<file path="config.mk">
export PLATFORM = sky130hd
export DESIGN_NAME = buffer_ins_issue_select
export DESIGN_NICKNAME = d
export VERILOG_FILES = /design/src/rtl/ins_buffer_pkg.sv /design/src/rtl/ins_pick_first.sv /design/src/rtl/buffer_ins_issue_select.sv
export SDC_FILE = /design/constraint.sdc
export NUM_CORES = 1
export LEC_CHECK = 0
export ABC_AREA = 1
export CAP_MARGIN = 25
export CORE_MARGIN = 8
export CORE_UTILIZATION = 40
export CTS_CLUSTER_DIAMETER = 150
export DETAILED_ROUTE_END_ITERATION = 7
export GPL_TIMING_DRIVEN = 0
export PLACE_DENSITY = 0.66
export SKIP_CTS_REPAIR_TIMING = 1
export SLEW_MARGIN = 20
export SYNTH_ARGS = -nofsm -noshare
export SYNTH_HDL_FRONTEND = slang
export SYNTH_SLANG_ARGS = --single-unit
</file>
<file path="constraint.sdc">
create_clock -name clk -period 18.74 [get_ports clk]
set_input_delay 3.748 -clock clk [delete_from_list [all_inputs] [get_ports clk]]
set_output_delay 3.748 -clock clk [all_outputs]
set_load 0.05 [all_outputs]
</file>
<file path="src/rtl/ins_buffer_pkg.sv">
`default_nettype none
// ============================================================================
// Module      : ins_buffer_pkg
// Description : Shared sizes and types for the collapsing instruction buffer
//               (allocator and issue-select sides).
// Revision    : 1.0 - initial release
// ============================================================================
package ins_buffer_pkg;

  localparam int INS_BUF_DEPTH = 16;
  localparam int INS_LANES     = 4;

  typedef logic [3:0] ins_ptr_t;
  typedef logic [4:0] ins_addr_t;

  localparam ins_addr_t INS_NULL_ADDR = 5'd31;

endpackage
`default_nettype wire

</file>
<file path="src/rtl/ins_pick_first.sv">
`default_nettype none
// ============================================================================
// Module      : ins_pick_first
// Description : Finds the lowest set bit of a mask and returns the mask with
//               that bit removed, so instances can be chained per lane.
// Revision    : 1.0 - initial release
// ============================================================================
module ins_pick_first
  import ins_buffer_pkg::*;
#(
  parameter int DEPTH = INS_BUF_DEPTH
) (
  input  logic [DEPTH-1:0] mask_in,
  output logic             found,
  output ins_ptr_t         idx,
  output logic [DEPTH-1:0] mask_out
);

  // Scan downward so the last hit written is the lowest (oldest) slot
  always_comb begin
    found    = 1'b0;
    idx      = '0;
    mask_out = mask_in;
    for (int i = DEPTH - 1; i >= 0; i--) begin
      if (mask_in[i]) begin
        found = 1'b1;
        idx   = ins_ptr_t'(i);
      end
    end
    if (found) begin
      mask_out[idx] = 1'b0;
    end
  end

endmodule
`default_nettype wire

</file>
<file path="src/rtl/buffer_ins_issue_select.sv">
`default_nettype none
// ============================================================================
// Module      : buffer_ins_issue_select
// Description : Picks up to four oldest ready entries of the 16-entry
//               collapsing queue, drives removal strobes, registers the picks
//               for the FU read pipeline and tracks occupancy / errors.
// Revision    : 1.0 - initial release
// ============================================================================
module buffer_ins_issue_select
  import ins_buffer_pkg::*;
#(
  parameter int        DEPTH     = INS_BUF_DEPTH,
  parameter int        LANES     = INS_LANES,
  parameter ins_addr_t NULL_ADDR = INS_NULL_ADDR
) (
  input  logic             clk,
  input  logic             rst_n,
  input  logic [DEPTH-1:0] entry_rdy,
  input  logic [2:0]       alloc_cnt,
  input  logic             fu_stall,
  output logic             ins_out_1,
  output logic             ins_out_2,
  output logic             ins_out_3,
  output logic             ins_out_4,
  output logic [4:0]       ins_out_1_addr,
  output logic [4:0]       ins_out_2_addr,
  output logic [4:0]       ins_out_3_addr,
  output logic [4:0]       ins_out_4_addr,
  output logic             iss_vld_1,
  output logic             iss_vld_2,
  output logic             iss_vld_3,
  output logic             iss_vld_4,
  output logic [4:0]       iss_addr_1,
  output logic [4:0]       iss_addr_2,
  output logic [4:0]       iss_addr_3,
  output logic [4:0]       iss_addr_4,
  output logic [4:0]       occupancy,
  output logic [4:0]       free_slots,
  output logic             ovf_err,
  output logic             udf_err
);

  localparam logic [5:0] c_full6 = 6'(DEPTH);
  localparam logic [4:0] c_full5 = 5'(DEPTH);

  logic [4:0]       r_occ;
  logic             r_ovf;
  logic             r_udf;
  logic [LANES-1:0] r_iss_vld;
  ins_addr_t        r_iss_addr [LANES];

  logic [DEPTH-1:0] w_elig;
  logic [DEPTH-1:0] w_mask [LANES+1];
  logic [DEPTH-1:0] w_picked;
  logic [LANES-1:0] w_found;
  ins_ptr_t         w_idx  [LANES];
  ins_addr_t        w_addr [LANES];
  logic [2:0]       w_issued;
  logic [5:0]       w_sum;
  logic             w_udf;
  logic             w_ovf;
  logic [4:0]       w_occ_nxt;

  // Only slots holding a valid instruction may be picked, and none while stalled
  generate
    for (genvar i = 0; i < DEPTH; i++) begin : g_elig
      assign w_elig[i] = entry_rdy[i] & (r_occ > 5'(i)) & ~fu_stall;
    end
  endgenerate

  assign w_mask[0] = w_elig;

  // Each lane takes the oldest slot the previous lanes left behind,
  // which keeps the filled lanes contiguous from lane 1
  generate
    for (genvar k = 0; k < LANES; k++) begin : g_lane
      ins_pick_first #(.DEPTH(DEPTH)) u_pick (
        .mask_in  (w_mask[k]),
        .found    (w_found[k]),
        .idx      (w_idx[k]),
        .mask_out (w_mask[k+1])
      );
      assign w_addr[k] = w_found[k] ? {1'b0, w_idx[k]} : NULL_ADDR;
    end
  endgenerate

  // Slots cleared by the cascade are exactly the issued ones (at most LANES)
  assign w_picked = w_elig & ~w_mask[LANES];
  assign w_issued = 3'($countones(w_picked));

  // Issue and allocate are folded into one net occupancy update
  always_comb begin
    w_sum     = {1'b0, r_occ} - {3'b000, w_issued} + {3'b000, alloc_cnt};
    w_udf     = ({2'b00, w_issued} > r_occ);
    w_ovf     = (alloc_cnt > 3'd4) | (~w_udf & (w_sum > c_full6));
    w_occ_nxt = w_sum[4:0];
    if (w_ovf) begin
      w_occ_nxt = c_full5;
    end else if (w_udf) begin
      w_occ_nxt = {2'b00, alloc_cnt};
    end
  end

  // Occupancy, sticky error flags and the registered issue stage
  always_ff @(posedge clk) begin
    if (!rst_n) begin
      r_occ     <= '0;
      r_ovf     <= 1'b0;
      r_udf     <= 1'b0;
      r_iss_vld <= '0;
      for (int k = 0; k < LANES; k++) begin
        r_iss_addr[k] <= NULL_ADDR;
      end
    end else begin
      r_occ     <= w_occ_nxt;
      r_ovf     <= r_ovf | w_ovf;
      r_udf     <= r_udf | w_udf;
      r_iss_vld <= w_found;
      for (int k = 0; k < LANES; k++) begin
        r_iss_addr[k] <= w_addr[k];
      end
    end
  end

  assign ins_out_1      = w_found[0];
  assign ins_out_2      = w_found[1];
  assign ins_out_3      = w_found[2];
  assign ins_out_4      = w_found[3];
  assign ins_out_1_addr = w_addr[0];
  assign ins_out_2_addr = w_addr[1];
  assign ins_out_3_addr = w_addr[2];
  assign ins_out_4_addr = w_addr[3];

  assign iss_vld_1  = r_iss_vld[0];
  assign iss_vld_2  = r_iss_vld[1];
  assign iss_vld_3  = r_iss_vld[2];
  assign iss_vld_4  = r_iss_vld[3];
  assign iss_addr_1 = r_iss_addr[0];
  assign iss_addr_2 = r_iss_addr[1];
  assign iss_addr_3 = r_iss_addr[2];
  assign iss_addr_4 = r_iss_addr[3];

  assign occupancy  = r_occ;
  assign free_slots = c_full5 - r_occ;
  assign ovf_err    = r_ovf;
  assign udf_err    = r_udf;

endmodule
`default_nettype wire

</file>
==> metrics <==
status finished clean; drt wl/cell 13.8 µm; Reg-to-Reg End occupancy[0]; register area share after synthesis 16.7%; vias in the first global route 4,105; Final Setup Violations 0; CTS clk-pin slew, worst paths 0.08 ns; average size of a mapped cell 5.99 µm²; Hold Crit Class register to register; via/cell ratio 4.95; most used cell along the critical path nand2_1; busiest grt layer met2; fmax 68.4 MHz; RePlAce Congestion 0.913; Layout Skew 0.0109 ns; Tmin final 14.62 ns; grt total ovfl 0; R2R Path Start occupancy[1]; relative slew slack 60.1%; critical path endpoint category register; post-synthesis net count 675; R2R Setup Slk 6.80 ns; Cell variety after synth 42; met2 GRT Util 32.0%; Max-Cap Viols 0; IO Port Bufs 80; full die area 12,600 µm²; Startpoint Class input pin; crit-path max FO 6; Final Hold Viols 0; clock tree root driver cell clkbuf_8; Die W 112 µm; hold endpoint ovf_err; RSZ-0062 raised after global routing false; final setup TNS 0 ns; die height 112 µm; M3 GR Usage 5.05%; Core Area 9110 µm²; Arr. time, crit path 14.84 ns; yosys warns 0; Worst R2R Path Depth 71; aggregate global-route resource usage 18.0%; Max Transition Viols Final 0; Remaining DRCs 0; Clock Latency Late Sink 0.29 ns; delay of the slowest critical-path stage 0.51 ns; initial antenna violation count 0; Yosys reg bits 31; period utilization 78.0%; H-tree levels 2; first-pass GRT wire length 18,900 µm; Layout Nets 762; DRT antenna net count 0; CTS tree yes; DR iter-0 viols 203; Layout area overhead 27.8%; hold path start ovf_err; Detailed Place HPWL 9770 µm; Crit-path slowest cell nor3_1; cell count after synthesis 621; CP required 18.96 ns; boundary pin count 82; 1st-pass router iterations 5; Fillers 966; commonest non-fill, non-tap cell in the layout nand2_1; share of cells above drive strength 1 14.5%; Clock Path Buffers 2; TritonCTS sink count 31; largest net degree at the start of global routing 13; worst hold stages 2; Num CTS Buffers 5; Total Routed Length 11,300 µm; Initial Util 40.8%; Crit Path Category input pin to register; vias post-DR 4,062; Row Count 35; met1 usage 19.9%; most frequent cells in the layout nand2_1, inv_1, clkdlybuf4s50_1, nor2_1, inv_2; synthesized cell area 3720 µm²; Ant. Diodes 0; Worst Tran Pin Value 0.593 ns
-- through the flow --
stage / cells / setup slack, ns / utilization [%] / cell area (µm²) / hold slack (ns)
5_1_grt: 820 / 3.30 / 52.1 / 4750 / 0.498
4_1_cts: 820 / 4.32 / 52.1 / 4750 / 0.488
2_1_floorplan: 621 / 5.35 / - / 3720 / 0.697
6_report: 820 / 4.12 / 52.1 / 4750 / 0.483
3_5_place_dp: 812 / 4.05 / 51.1 / 4660 / 0.466
3_3_place_gp: 812 / 4.20 / 51.1 / 4660 / 0.458
-- worst max-delay path, delay by kind of cell --
family,cells,cell delay [ns]
simple gates,40,4.30
xor+xnor,3,0.77
fa+ha+maj,8,3.40
buf+inv,10,1.06
compound gates,8,1.57
-- state kept, by name, indices dropped and copies added, names as in the netlist --
register / flops
ovf_err: 1
r_iss_addr: 20
r_iss_vld: 4
occupancy: 5
udf_err: 1
-- cell families after synthesis --
| group | synth area share (%) |
|---|---|
| AOI/OAI and AO/OA | 11.2 |
| xor gates and xnor gates | 1.88 |
| adders and majority gates | 13.4 |
| buffers and inverters | 15.5 |
| DFF | 16.7 |
| and+or+nand+nor | 41.3 |
-- metal layers --
layer | wire, µm | up-vias
met5 | 0 | -
met4 | 356 | 0
met3 | 819 | 29
met2 | 5490 | 148
met1 | 4630 | 1815
li1 | - | 2070
-- Yosys cell counts --
cell / n / area, µm²
inv_2: 35 / 131
clkinv_1: 1 / 3.75
a21oi_2: 1 / 8.76
nand2_2: 11 / 68.8
a211oi_1: 2 / 15.0
o21ai_4: 1 / 16.3
nor3_1: 8 / 40.0
o21bai_1: 4 / 30.0
nor2_2: 19 / 119
nor2_1: 58 / 218
o31ai_1: 1 / 7.51
or2_2: 1 / 6.26
nor3_4: 1 / 16.3
inv_1: 109 / 409
nand3_2: 1 / 10.0
a31oi_2: 1 / 12.5
nand3_1: 32 / 160
dfxtp_1: 31 / 621
and3_1: 1 / 6.26
xnor2_1: 3 / 26.3
clkbuf_1: 2 / 7.51
nand2_1: 179 / 672
a21oi_4: 2 / 32.5
o21ai_0: 7 / 35.0
a31oi_1: 3 / 18.8
buf_4: 1 / 7.51
buf_6: 1 / 11.3
a21oi_1: 21 / 105
o21bai_2: 2 / 22.5
fa_1: 13 / 260
buf_2: 1 / 5.00
nand2_4: 3 / 33.8
a31o_2: 2 / 17.5
ha_1: 19 / 238
o21ai_2: 4 / 35.0
xor2_1: 5 / 43.8
and2_1: 1 / 6.26
o22ai_1: 1 / 6.26
nand4_2: 1 / 12.5
o21ai_1: 11 / 55.1
nor2_4: 7 / 78.8
nand4_1: 14 / 87.6
-- how the worst max path moves through the flow --
stage | startpoint | end | slack [ns] | cells past startpoint
floorplan | fu_stall | ovf_err | 5.35 | 79
global placement | entry_rdy[9] | occupancy[3] | 4.20 | 69
detailed placement | entry_rdy[9] | occupancy[3] | 4.05 | 69
CTS | entry_rdy[9] | occupancy[3] | 4.32 | 69
global route | entry_rdy[15] | occupancy[3] | 3.30 | 77
finish | entry_rdy[9] | occupancy[0] | 4.12 | 69
-- final cells by class --
type,count,area (µm²),area share [%]
Multi-Input combinational cell,440,2520,53.1
Timing Repair Buffer,80,801,16.9
Sequential cell,31,621,13.1
Inverter,145,544,11.5
Tap cell,111,139,2.92
Clock buffer,5,68.8,1.45
Buffer,5,31.3,0.659
Clock inverter,3,23.8,0.501
Power is left out: the tool's default activity adds up to more than one toggle a clock period on the data nets, which glitch-free logic cannot reach.
